## src/rtl/bridge_pkg.sv

```systemverilog
// -----------------------------------------------------------------------------
// bridge_pkg
// Shared definitions for the command/telemetry bridge: command opcodes, motor
// direction encodings, legacy sub-codes, FSM state types and the debug view
// struct that exposes every FSM state of cmd_tlm_bridge.
// -----------------------------------------------------------------------------
package bridge_pkg;

  // Command opcode, carried in rx byte bits [1:0].
  localparam logic [1:0] OP_LEGACY = 2'b00;
  localparam logic [1:0] OP_ABS    = 2'b01;
  localparam logic [1:0] OP_HOME   = 2'b10;
  localparam logic [1:0] OP_RSVD   = 2'b11;

  // Motor direction encodings.
  localparam logic [1:0] DIR_FWD  = 2'b11;
  localparam logic [1:0] DIR_BWD  = 2'b00;
  localparam logic [1:0] DIR_HALT = 2'b01;

  // Legacy sub-codes. The same three codes are used for the motor field
  // [7:5] (forward / backward) and the servo field [4:2] (up / down / home).
  localparam logic [2:0] SUB_UP   = 3'b011;
  localparam logic [2:0] SUB_DOWN = 3'b110;
  localparam logic [2:0] SUB_DEF  = 3'b101;

  // Width of the channel field of an absolute header (rx byte bits [7:2]).
  localparam int CH_W = 6;

  typedef enum logic {
    P_IDLE = 1'b0,
    P_ABS  = 1'b1
  } p_state_e;

  typedef enum logic [1:0] {
    T_IDLE = 2'b00,
    T_ACK  = 2'b01,
    T_DONE = 2'b10
  } t_state_e;

  // Snapshot of all bridge FSM state, brought out for checkers.
  typedef struct packed {
    p_state_e          p_state;
    logic [CH_W-1:0]   abs_ch;
    t_state_e          t_state;
  } bridge_dbg_t;

  // Motor field [7:5] of a legacy command to a direction encoding.
  function automatic logic [1:0] motor_dir(input logic [2:0] code);
    logic [1:0] dir;
    case (code)
      SUB_UP:   dir = DIR_FWD;
      SUB_DOWN: dir = DIR_BWD;
      default:  dir = DIR_HALT;
    endcase
    return dir;
  endfunction

endpackage

```

## src/rtl/sync_fifo.sv

```systemverilog
// -----------------------------------------------------------------------------
// sync_fifo
// Single-clock first-in first-out buffer with a registered occupancy count.
// A push into a full FIFO is accepted when a pop happens in the same cycle.
// A pop on an empty FIFO is ignored. rdata shows the head entry whenever the
// FIFO is not empty.
//
// Ports:
//   clk    in   clock
//   rst    in   synchronous active-high reset (empties the FIFO)
//   push   in   write request, wdata is stored when accepted
//   wdata  in   WIDTH-bit write data
//   pop    in   read request, removes the head entry
//   rdata  out  WIDTH-bit head entry
//   full   out  level == DEPTH
//   empty  out  level == 0
//   level  out  current occupancy, $clog2(DEPTH)+1 bits
// -----------------------------------------------------------------------------
module sync_fifo #(
  parameter int WIDTH = 8,
  parameter int DEPTH = 16
) (
  input  logic                       clk,
  input  logic                       rst,
  input  logic                       push,
  input  logic [WIDTH-1:0]           wdata,
  input  logic                       pop,
  output logic [WIDTH-1:0]           rdata,
  output logic                       full,
  output logic                       empty,
  output logic [$clog2(DEPTH):0]     level
);

  localparam int AW = $clog2(DEPTH);
  localparam int LW = AW + 1;

  logic [WIDTH-1:0] mem_q [DEPTH];
  logic [AW-1:0]    wr_ptr_q, wr_ptr_d;
  logic [AW-1:0]    rd_ptr_q, rd_ptr_d;
  logic [LW-1:0]    level_q,  level_d;
  logic             do_push, do_pop;

  assign full  = (level_q == LW'(DEPTH));
  assign empty = (level_q == '0);
  assign level = level_q;
  assign rdata = mem_q[rd_ptr_q];

  // Pointers are AW bits wide and DEPTH is a power of two, so they wrap
  // modulo DEPTH on their own.
  always_comb begin
    do_pop   = pop && !empty;
    do_push  = push && (!full || do_pop);
    wr_ptr_d = wr_ptr_q;
    rd_ptr_d = rd_ptr_q;
    level_d  = level_q;
    if (do_push) wr_ptr_d = wr_ptr_q + AW'(1);
    if (do_pop)  rd_ptr_d = rd_ptr_q + AW'(1);
    case ({do_push, do_pop})
      2'b10:   level_d = level_q + LW'(1);
      2'b01:   level_d = level_q - LW'(1);
      default: level_d = level_q;
    endcase
  end

  always_ff @(posedge clk) begin
    if (rst) begin
      wr_ptr_q <= '0;
      rd_ptr_q <= '0;
      level_q  <= '0;
    end else begin
      wr_ptr_q <= wr_ptr_d;
      rd_ptr_q <= rd_ptr_d;
      level_q  <= level_d;
    end
  end

  // Storage needs no reset: entries are only read after being written.
  always_ff @(posedge clk) begin
    if (do_push) mem_q[wr_ptr_q] <= wdata;
  end

endmodule

```

## src/rtl/cmd_tlm_bridge.sv

```systemverilog
// -----------------------------------------------------------------------------
// cmd_tlm_bridge
// Glue between the UART byte interfaces and the actuator / telemetry paths,
// all in the sys_clk domain.
//   RX: rx bytes are parsed into a motor direction and NUM_SERVO servo
//       angles (legacy relative commands, absolute header + value pairs,
//       home, reserved).
//   TX: byte strobes from the init or frame camera source are synchronised,
//       buffered in a FIFO and handed to UART_TX one at a time.
//
// Ports:
//   sys_clk       in   system clock
//   rst           in   synchronous active-high reset
//   rx_finish     in   UART_RX byte-done level (slow domain), rising = new byte
//   rx_data       in   UART_RX byte, stable while rx_finish is high
//   tlm_sel       in   telemetry source select: 0 init, 1 frame
//   init_strobe   in   init source byte-valid level (slow domain)
//   init_data     in   init source byte
//   frame_strobe  in   frame source byte-valid level (slow domain)
//   frame_data    in   frame source byte
//   tx_finish     in   UART_TX idle flag (slow domain), high when idle
//   tx_start      out  UART_TX start request
//   tx_data       out  UART_TX byte
//   angle         out  packed servo angles, channel 0 in the LSBs
//   direction     out  motor direction: 11 forward, 00 backward, 01 halt
//   cmd_err       out  one-cycle pulse on an illegal command
//   fifo_level    out  TX FIFO occupancy
//   drop_cnt      out  telemetry bytes dropped on a full FIFO, saturating
//   dbg_state     out  parser / TX FSM state snapshot
//
// UART_TX handshake: tx_start is a request that stays high, with tx_data
// frozen, until the synchronised tx_finish is seen low (UART busy = the
// byte was taken). The bridge then waits for tx_finish to return high
// before it may pop and request the next byte, so at most one byte is in
// flight and tx_data only changes on a pop.
// -----------------------------------------------------------------------------
module cmd_tlm_bridge
  import bridge_pkg::*;
#(
  parameter int NUM_SERVO   = 2,
  parameter int ANGLE_W     = 8,
  parameter int ANGLE_MIN   = 195,
  parameter int ANGLE_MAX   = 255,
  parameter int ANGLE_DEF   = 225,
  parameter int STEP        = 1,
  parameter int FIFO_DEPTH  = 16,
  parameter int SYNC_STAGES = 2
) (
  input  logic                           sys_clk,
  input  logic                           rst,
  input  logic                           rx_finish,
  input  logic [7:0]                     rx_data,
  input  logic                           tlm_sel,
  input  logic                           init_strobe,
  input  logic [7:0]                     init_data,
  input  logic                           frame_strobe,
  input  logic [7:0]                     frame_data,
  input  logic                           tx_finish,
  output logic                           tx_start,
  output logic [7:0]                     tx_data,
  output logic [NUM_SERVO*ANGLE_W-1:0]   angle,
  output logic [1:0]                     direction,
  output logic                           cmd_err,
  output logic [$clog2(FIFO_DEPTH):0]    fifo_level,
  output logic [15:0]                    drop_cnt,
  output bridge_dbg_t                    dbg_state
);

  localparam int LVL_W = $clog2(FIFO_DEPTH) + 1;
  localparam int AW1   = ANGLE_W + 1;

  // Bit positions inside the synchroniser bundle.
  localparam int S_RX    = 0;
  localparam int S_INIT  = 1;
  localparam int S_FRAME = 2;
  localparam int S_TXF   = 3;

  // ---------------------------------------------------------------------------
  // Synchronisers and edge detection
  // ---------------------------------------------------------------------------
  logic [SYNC_STAGES-1:0][3:0] sync_q, sync_d;
  logic [2:0]                  hist_q, hist_d;
  logic [2:0]                  evt_q,  evt_d;
  logic                        txf_sync;

  // The rising-edge event is registered, so it is valid SYNC_STAGES+1 cycles
  // after the input rises and the parser / FIFO act one cycle later.
  always_comb begin
    sync_d[0] = {tx_finish, frame_strobe, init_strobe, rx_finish};
    for (int i = 1; i < SYNC_STAGES; i++) begin
      sync_d[i] = sync_q[i-1];
    end
    hist_d = sync_q[SYNC_STAGES-1][2:0];
    evt_d  = sync_q[SYNC_STAGES-1][2:0] & ~hist_q;
  end

  assign txf_sync = sync_q[SYNC_STAGES-1][S_TXF];

  always_ff @(posedge sys_clk) begin
    if (rst) begin
      sync_q <= '0;
      hist_q <= '0;
      evt_q  <= '0;
    end else begin
      sync_q <= sync_d;
      hist_q <= hist_d;
      evt_q  <= evt_d;
    end
  end

  // ---------------------------------------------------------------------------
  // Command parser
  // ---------------------------------------------------------------------------
  p_state_e              p_state_q, p_state_d;
  logic [CH_W-1:0]       abs_ch_q,  abs_ch_d;
  logic [ANGLE_W-1:0]    angle_q [NUM_SERVO];
  logic [ANGLE_W-1:0]    angle_d [NUM_SERVO];
  logic [1:0]            dir_q, dir_d;
  logic                  cmd_err_q, cmd_err_d;
  logic [AW1-1:0]        a0_ext, a0_up;
  logic                  rx_ev;

  function automatic logic [ANGLE_W-1:0] clamp_angle(input logic [7:0] v);
    logic [ANGLE_W-1:0] r;
    if (int'(v) < ANGLE_MIN)      r = ANGLE_W'(ANGLE_MIN);
    else if (int'(v) > ANGLE_MAX) r = ANGLE_W'(ANGLE_MAX);
    else                          r = ANGLE_W'(v);
    return r;
  endfunction

  assign rx_ev = evt_q[S_RX];

  // Relative steps are checked one bit wider than the angle so a step past
  // either limit is refused instead of wrapping.
  assign a0_ext = {1'b0, angle_q[0]};
  assign a0_up  = a0_ext + AW1'(STEP);

  always_comb begin
    p_state_d = p_state_q;
    abs_ch_d  = abs_ch_q;
    angle_d   = angle_q;
    dir_d     = dir_q;
    cmd_err_d = 1'b0;
    if (rx_ev) begin
      if (p_state_q == P_ABS) begin
        // Value byte of an absolute pair: never decoded as an opcode.
        for (int i = 0; i < NUM_SERVO; i++) begin
          if (abs_ch_q == CH_W'(i)) angle_d[i] = clamp_angle(rx_data);
        end
        p_state_d = P_IDLE;
      end else begin
        case (rx_data[1:0])
          OP_LEGACY: begin
            dir_d = motor_dir(rx_data[7:5]);
            case (rx_data[4:2])
              SUB_UP: begin
                if (a0_up <= AW1'(ANGLE_MAX)) angle_d[0] = a0_up[ANGLE_W-1:0];
              end
              SUB_DOWN: begin
                if (a0_ext >= AW1'(ANGLE_MIN + STEP)) angle_d[0] = angle_q[0] - ANGLE_W'(STEP);
              end
              SUB_DEF: angle_d[0] = ANGLE_W'(ANGLE_DEF);
              default: angle_d[0] = angle_q[0];
            endcase
          end
          OP_ABS: begin
            if (int'(rx_data[7:2]) < NUM_SERVO) begin
              p_state_d = P_ABS;
              abs_ch_d  = rx_data[7:2];
            end else begin
              cmd_err_d = 1'b1;
            end
          end
          OP_HOME: begin
            for (int i = 0; i < NUM_SERVO; i++) angle_d[i] = ANGLE_W'(ANGLE_DEF);
            dir_d = DIR_HALT;
          end
          default: cmd_err_d = 1'b1;
        endcase
      end
    end
  end

  always_ff @(posedge sys_clk) begin
    if (rst) begin
      p_state_q <= P_IDLE;
      abs_ch_q  <= '0;
      dir_q     <= DIR_HALT;
      cmd_err_q <= 1'b0;
      for (int i = 0; i < NUM_SERVO; i++) angle_q[i] <= ANGLE_W'(ANGLE_DEF);
    end else begin
      p_state_q <= p_state_d;
      abs_ch_q  <= abs_ch_d;
      dir_q     <= dir_d;
      cmd_err_q <= cmd_err_d;
      angle_q   <= angle_d;
    end
  end

  for (genvar g = 0; g < NUM_SERVO; g++) begin : g_angle_out
    assign angle[g*ANGLE_W +: ANGLE_W] = angle_q[g];
  end

  assign direction = dir_q;
  assign cmd_err   = cmd_err_q;

  // ---------------------------------------------------------------------------
  // Telemetry push and TX FIFO
  // ---------------------------------------------------------------------------
  logic              push_req;
  logic [7:0]        push_byte;
  logic              fifo_pop;
  logic [7:0]        fifo_rdata;
  logic              fifo_full, fifo_empty;
  logic [LVL_W-1:0]  fifo_lvl;
  logic [15:0]       drop_q, drop_d;

  // Both sources are always synchronised; only the selected one may push.
  assign push_req  = tlm_sel ? evt_q[S_FRAME] : evt_q[S_INIT];
  assign push_byte = tlm_sel ? frame_data : init_data;

  sync_fifo #(
    .WIDTH (8),
    .DEPTH (FIFO_DEPTH)
  ) u_tx_fifo (
    .clk   (sys_clk),
    .rst   (rst),
    .push  (push_req),
    .wdata (push_byte),
    .pop   (fifo_pop),
    .rdata (fifo_rdata),
    .full  (fifo_full),
    .empty (fifo_empty),
    .level (fifo_lvl)
  );

  // A push into a full FIFO still lands if the TX side pops that cycle.
  always_comb begin
    drop_d = drop_q;
    if (push_req && fifo_full && !fifo_pop && (drop_q != 16'hFFFF)) begin
      drop_d = drop_q + 16'd1;
    end
  end

  always_ff @(posedge sys_clk) begin
    if (rst) drop_q <= '0;
    else     drop_q <= drop_d;
  end

  assign fifo_level = fifo_lvl;
  assign drop_cnt   = drop_q;

  // ---------------------------------------------------------------------------
  // UART_TX handshake FSM
  // ---------------------------------------------------------------------------
  t_state_e    t_state_q, t_state_d;
  logic        tx_start_q, tx_start_d;
  logic [7:0]  tx_data_q,  tx_data_d;

  always_comb begin
    t_state_d  = t_state_q;
    tx_start_d = tx_start_q;
    tx_data_d  = tx_data_q;
    fifo_pop   = 1'b0;
    case (t_state_q)
      T_IDLE: begin
        if (!fifo_empty && txf_sync) begin
          fifo_pop   = 1'b1;
          tx_data_d  = fifo_rdata;
          tx_start_d = 1'b1;
          t_state_d  = T_ACK;
        end
      end
      T_ACK: begin
        if (!txf_sync) begin
          tx_start_d = 1'b0;
          t_state_d  = T_DONE;
        end
      end
      T_DONE: begin
        if (txf_sync) t_state_d = T_IDLE;
      end
      default: t_state_d = T_IDLE;
    endcase
  end

  always_ff @(posedge sys_clk) begin
    if (rst) begin
      t_state_q  <= T_IDLE;
      tx_start_q <= 1'b0;
      tx_data_q  <= '0;
    end else begin
      t_state_q  <= t_state_d;
      tx_start_q <= tx_start_d;
      tx_data_q  <= tx_data_d;
    end
  end

  assign tx_start = tx_start_q;
  assign tx_data  = tx_data_q;

  assign dbg_state = '{p_state: p_state_q, abs_ch: abs_ch_q, t_state: t_state_q};

endmodule
```

## config.mk

```make
export PLATFORM = sky130hd
export DESIGN_NAME = cmd_tlm_bridge
export DESIGN_NICKNAME = d
export VERILOG_FILES = /design/src/rtl/bridge_pkg.sv /design/src/rtl/sync_fifo.sv /design/src/rtl/cmd_tlm_bridge.sv
export SDC_FILE = /design/constraint.sdc
export NUM_CORES = 1
export LEC_CHECK = 0
export CORE_MARGIN = 2
export CORE_UTILIZATION = 57
export CTS_CLUSTER_SIZE = 10
export DETAILED_ROUTE_END_ITERATION = 8
export GPL_TIMING_DRIVEN = 0
export PLACE_DENSITY = 0.83
export SYNTH_ARGS = -nofsm -noshare
export SYNTH_HDL_FRONTEND = slang
export SYNTH_SLANG_ARGS = --single-unit
```

## constraint.sdc

```tcl
create_clock -name sys_clk -period 4.7 [get_ports sys_clk]
set_clock_uncertainty 0.05 [all_clocks]
set_input_delay 0.705 -clock sys_clk [delete_from_list [all_inputs] [get_ports sys_clk]]
set_output_delay 0.705 -clock sys_clk [all_outputs]
set_load 0.05 [all_outputs]
```

==> results.json <==
{
  "cap_viol_max_count": 0,
  "status": "completed",
  "hold_viol_final": 0,
  "min_to": "evt_q[0]$_SDFF_PP0_",
  "reg2reg_from": "u_tx_fifo.level[2]$_SDFFE_PP0P_",
  "antenna_found_initial": 0,
  "synth_nets": 701,
  "post-place-cells": 931,
  "hold-path-cell-count": 1,
  "num_vias": 5745,
  "grt_pass1_wl_mm": 31.4,
  "crit_path_max_fanout": 11,
  "peakVddDrop_uv": 470,
  "hold_buffers": 0,
  "drive_above_1_share": 0.120,
  "total_power_mw": 3.74,
  "layout.cells.non_filler": 972,
  "post-cts-setup-buffer-count": 0,
  "drt_iter0_drc": 557,
  "r2r-end": "u_tx_fifo.level[4]$_SDFFE_PP0P_",
  "finalNetCount": 816,
  "cts_tree": "done",
  "port-buffer-count": 87,
  "clock_sinks": 208,
  "grt_overflow": 0,
  "ys_types": 59,
  "ys_seq_area_frac": 0.617,
  "first_pass_iters": 5,
  "period_share": 0.874,
  "clock-root-buffer": "clkbuf_16",
  "p_int_mw": 2.96,
  "insertion_delay_ns": 0.51,
  "wire_per_inst_um": 20.7,
  "cts_made_buffers": 24,
  "p_leak_nw": 3.54,
  "max_freq_mhz": 244,
  "place.gp.congestion": 0.912,
  "p_seq_frac": 0.525,
  "drc": 0,
  "p_sw_mw": 0.775,
  "chipWidth_um": 128,
  "start_kind": "flop",
  "start_util": 0.582,
  "fin_setup_tns_ns": 0,
  "cpLargestDelayFamily": "compound AO/OA/AOI/OAI gates",
  "synth_warnings": 0,
  "ys.flop_type": "edfxtp_1",
  "worstHoldPathType": "flop to flop",
  "crit_path_top_delay_cell": "or4_4",
  "syn_inst": 656,
  "worst_pin_slew_ns": 1.20,
  "postLayoutCoreUtil": 0.702,
  "mostFrequentLayoutCells": "edfxtp_1 (128), clkdlybuf4s50_1 (87), dfxtp_1 (80)",
  "max_stage_delay_ns": 0.54,
  "syn2layout_area_growth_pct": 20.5,
  "rr_worst_depth": 17,
  "syn_area_per_cell_sq_um": 13.4,
  "min_period_ns": 4.11,
  "fp-row-count": 45,
  "h-tree-depth": 1,
  "die_h_um": 128,
  "synth_seq_cells": 208,
  "grt_max_degree": 17,
  "wl_mm": 20.1,
  "cts-resized-gates": 0,
  "final_common_cell": "edfxtp_1",
  "num_io_pins": 89,
  "startpoint": "u_tx_fifo.level[2]$_SDFFE_PP0P_",
  "reg2reg_setup_slack_ns": 0.59,
  "p_comb_frac": 0.040,
  "crit_path_end_kind": "flop",
  "via_per_inst": 5.91,
  "crit_chain": "buf_2 > or4_4 > o21ai_0 > or2_2 > buf_2 > inv_1 > clkbuf_1 > ha_1 > clkbuf_1 > xor2_1 > ha_1 > a21boi_0 > o211a_1 > nor3_1 > a211oi_1 > xnor2_1 > nor2_1",
  "cts_buffer_depth": 3,
  "dp_hpwl_mm": 14.2,
  "die_area_sq_um": 16500,
  "gr-usage-all-layers": 0.248,
  "syn-cell-area_sq_um": 8820,
  "hold_start": "hist_q[0]$_SDFF_PP0_",
  "rsz0062_at_grt": "false",
  "slew_headroom": 0.197,
  "synth_edf_count": 128,
  "core_sq_um": 15100,
  "drv_slew": 0,
  "cp_data_required_time_ns": 5.02,
  "antenna_left": 0,
  "antenna_cells": 0,
  "grt_pass1_vias": 5727,
  "crit_buf_inv": 5,
  "setup_viol": 0,
  "cts.clk_slew.worst_paths_ns": 0.06,
  "swShare": 0.207,
  "synthArstFlopShare": 0,
  "path_class": "flop to flop",
  "cp.arrival_ns": 4.43,
  "power_frac_clock": 0.436,
  "powerDensity_nw_per_um2": 352
}
-- logic make-up (layout without fill, tap and decap cells) --
| family | count (synthesis) | count (layout) | synth area share |
|---|---|---|---|
| XOR/XNOR | 26 | 26 | 0.0258 |
| buffers and inverters | 50 | 178 | 0.0235 |
| flip-flops | 208 | 208 | 0.617 |
| AO/OA/AOI/OAI | 79 | 79 | 0.0563 |
| multiplexers | 60 | 60 | 0.126 |
| AND/OR/NAND/NOR | 219 | 219 | 0.131 |
| adder cells (fa/ha/maj) | 14 | 14 | 0.0199 |
-- registers in the layout, indices dropped and copies added, names as in the netlist --
| name | flops |
|---|---|
| abs_ch_q | 6 |
| angle | 16 |
| cmd_err | 1 |
| direction | 2 |
| drop_cnt | 16 |
| evt_q | 3 |
| hist_d | 3 |
| hist_q | 3 |
| p_state_q | 1 |
| sync_d | 4 |
| sync_q | 1 |
| t_state_q | 2 |
| tx_data | 8 |
| tx_start | 1 |
| u_tx_fifo.level | 5 |
| u_tx_fifo.mem_q | 128 |
| u_tx_fifo.rd_ptr_q | 4 |
| u_tx_fifo.wr_ptr_q | 4 |
-- metal layers --
| metal | GRT usage | share of wire | routed length, um | up-vias |
|---|---|---|---|---|
| met5 | 0 | 0 | 0 | - |
| met4 | 0.0679 | 0.024 | 475 | 0 |
| met3 | 0.0324 | 0.048 | 973 | 35 |
| met2 | 0.455 | 0.53 | 10700 | 218 |
| met1 | 0.312 | 0.40 | 7950 | 2827 |
| li1 | - | - | - | 2665 |
-- how the worst max path moves through the flow --
stage,to,slack [ns],depth (start not counted)
floorplan,u_tx_fifo.level[4]$_SDFFE_PP0P_,0.91,17
global placement,u_tx_fifo.level[4]$_SDFFE_PP0P_,0.66,14
detailed placement,u_tx_fifo.level[4]$_SDFFE_PP0P_,0.45,14
CTS,u_tx_fifo.level[4]$_SDFFE_PP0P_,0.61,17
global route,u_tx_fifo.level[4]$_SDFFE_PP0P_,0.26,17
finish,u_tx_fifo.level[4]$_SDFFE_PP0P_,0.59,17
-- layout make-up --
| cell class | count | area, sq um |
|---|---|---|
| clock inverter | 1 | 30.0 |
| inverter | 11 | 41.3 |
| multi-input combinational | 398 | 3170 |
| sequential | 208 | 5450 |
| timing repair buffer | 89 | 886 |
| clock buffer | 38 | 653 |
| buffer | 39 | 166 |
| fill | 1004 | 4520 |
| tap | 188 | 235 |
-- synth_stat cells, types with 8 or more instances --
| master | count | area, sq um |
|---|---|---|
| nor3_1 | 18 | 90.1 |
| or3_1 | 12 | 75.1 |
| xor2_1 | 15 | 131 |
| clkbuf_1 | 25 | 93.8 |
| mux2_2 | 8 | 90.1 |
| nand2_1 | 45 | 169 |
| and2_1 | 8 | 50.1 |
| inv_1 | 11 | 41.3 |
| nand3_1 | 11 | 55.1 |
| dfxtp_1 | 80 | 1600 |
| ha_1 | 14 | 175 |
| edfxtp_1 | 128 | 3840 |
| mux4_2 | 40 | 901 |
| nand2b_1 | 11 | 68.8 |
| o21ai_0 | 16 | 80.1 |
| nor2b_1 | 22 | 138 |
| mux2i_1 | 12 | 120 |
| nor2_1 | 53 | 199 |
| xnor2_1 | 11 | 96.3 |
| a21oi_1 | 32 | 160 |
-- power by group through the flow --
stage	logic, mW	clock network (mW)	registers, mW
6_report	0.149	1.63	1.96
5_1_grt	0.160	1.73	1.96
4_1_cts	0.148	1.65	1.96
3_5_place_dp	0.146	0	2.00
3_3_place_gp	0.140	0	2.00
2_1_floorplan	0.0741	0	2.00
-- stage by stage --
| step | cell area, sq um | setup slack, ns | hold WS (ns) |
|---|---|---|---|
| 4_1_cts | 10600 | 0.609 | 0.333 |
| 6_report | 10600 | 0.595 | 0.332 |
| 3_3_place_gp | 9930 | 0.660 | 0.324 |
| 5_1_grt | 10600 | 0.258 | 0.353 |
| 3_5_place_dp | 9930 | 0.450 | 0.326 |
| 2_1_floorplan | 8820 | 0.906 | 0.317 |
No activity file was read; power rests on OpenSTA's default activity.
==> RTL edit, RTL diff (same flow settings) <==
Change the parameter `ANGLE_W` from 8 to 12.
--- a/src/rtl/cmd_tlm_bridge.sv
+++ b/src/rtl/cmd_tlm_bridge.sv
@@ -39,5 +39,5 @@
 #(
   parameter int NUM_SERVO   = 2,
-  parameter int ANGLE_W     = 8,
+  parameter int ANGLE_W     = 12,
   parameter int ANGLE_MIN   = 195,
   parameter int ANGLE_MAX   = 255,
Ports: changed (resized angle); port bits go from 89 to 97. The function was not compared with the original's and may differ.
==> RTL edit against the original RTL <==
Power increased by 3.0%; sequential cell count increased by 4; final area increased by 5.6%; setup slack improved by 99 ps; final cell count increased by 9.9%; area after synthesis increased by 5.7%; first-iteration DRC count increased by 18%; largest power group unchanged; die area increased by 5.5%; routed wire length increased by 7.0%; hold slack got worse by 1.6 ps; clock power increased by 3%; sequential share of layout area decreased by 2.0 points.
==> RTL edit: results (changes against the original RTL) <==
* Cell depth of the worst flop-to-flop path at 15 (-2)
* Most frequent cells after synthesis: edfxtp_1, dfxtp_1, nor2_1, mux4_2, nand2_1
* Sum of routed wire segments on met1 at 8473 microns (+6.6%)
* Combinational group power at 168 uW (+13%)
* Arrival time at the worst endpoint at 4400 ps (-30 ps)
* Critical Path Slowest Stage Cell: or4_4
* Number of antenna violations at the first check in global routing at 0 (unchanged)
* Ratio of cells with drive above 1 in the final layout at 12.79% (+0.80 points)
* Worst vdd ir at 0.3761 mV (-20%)
* Multiplexer fraction of the synthesized cell area at 12.88% (+0.29 points)
* Global-route wire length before repair at 33440 microns (+6.6%)
* Well Taps at 216 (+15%)
* Dominant delay contributor by cell family on the critical path: simple AND/OR/NAND/NOR gates
* Total vias in the final route at 6574 (+14%)
* Via count of the first global-routing pass at 6279 (+9.6%)
* Share of the synthesized netlist area taken by xor and xnor gates at 3.006% (+0.42 points)
* Sequential cell count at 212 (+1.9%)
* Placed Cells incl. Taps at 1027 (+10%)
* Worst setup slack before clock tree synthesis at 422.7 ps (-27.13 ps)
* Count of buffers inserted at the top-level ports at 89 (+2.3%)
* Final weighted congestion in routability-driven placement at 0.9199 (+0.86%)
* Sequential element share of the synthesized area at 59.26% (-2.5 points)
* Seq area share at 49.23% (-2.0 points)
* Outcome: finished, final reports clean
* Launch point of the worst hold path: hist_q[1]
* Clk_buf instances at 37 (-2.6%)
* Number of violations reported at the end of detailed-routing iteration 0 at 659 (+18%)
* Total wirelength of the detailed-routed design at 21470 microns (+7.0%)
* Portion of the layout cell area used by non-clock buffers at 10.08% (+0.17 points)
* Cell leakage power at 3.685 nW (+4.1%)
* Clk pwr share at 43.8% (+0.2 points)
* Met1 Resource Use GR at 31.66% (+0.47 points)
* Cell area reported after detailed placement at 0.01050 sq mm (+5.7%)
* Fraction of the mapped netlist area in adder cells at 1.879% (-0.11 points)
* Met3 layer usage reported by global route at 4.960% (+1.7 points)
* Worst max-slew margin expressed relative to the limit at 18.10% (-1.6 points)
* Overall fraction of global-route tracks in use at 24.28% (-0.56 points)
* Bufs w/o clock at 140 (+9.4%)
* Met2 WL post-DR at 10490 microns (-1.8%)
* Number of nets in the layout at 885 (+8.5%)
* Multi-input gate area at 0.003537 sq mm (+12%)
* Worst hold slack at 330.3 ps (-1.622 ps)
* HPWL Detailed at 14850 microns (+4.7%)
* Count of inverters not on the clock network in the layout at 14 (+3)
* Ranking of synthesized cells by area: edfxtp_1, dfxtp_1, mux4_2
* Met2 track demand over resource in global routing at 40.31% (-5.2 points)
* Startpoint of the worst register-to-register path: u_tx_fifo.level[1]
* Synthesis-to-finish area growth at 20.38% (about the same)
* Number of distinct library cells after synthesis at 70 (+19%)
* Sequential power share at 51.8% (-0.7 points)
* Post CTS Setup Buffer Count at 0 (unchanged)
* Final instance count without filler cells at 1068 (+9.9%)
* Synth Area in Compound Gates at 6.871% (+1.2 points)
* Met3 WL post-DR at 1750 microns (+80%)
* NetSw at 803.4 uW (+3.7%)
-- RTL edit: worst max-delay path by stage --
stage | from | to | slack, ps | cells after the start
6_report | u_tx_fifo.level[1] | u_tx_fifo.level[4] | 690 | 15
4_1_cts | u_tx_fifo.level[1] | u_tx_fifo.level[4] | 690 | 15
5_1_grt | u_tx_fifo.level[2] | u_tx_fifo.level[4] | 410 | 14
2_1_floorplan | u_tx_fifo.level[1] | u_tx_fifo.level[4] | 860 | 15
3_3_place_gp | tlm_sel | u_tx_fifo.level[4] | 500 | 14
3_5_place_dp | tlm_sel | u_tx_fifo.level[4] | 420 | 14
-- RTL edit: cell families after synthesis --
| family | count (synthesis) |
|---|---|
| AND/OR/NAND/NOR | 233 |
| other | 1 |
| XOR/XNOR | 32 |
| buffers and inverters | 63 |
| multiplexers | 69 |
| adder cells (fa/ha/maj) | 14 |
| AO/OA/AOI/OAI | 95 |
| flip-flops | 212 |
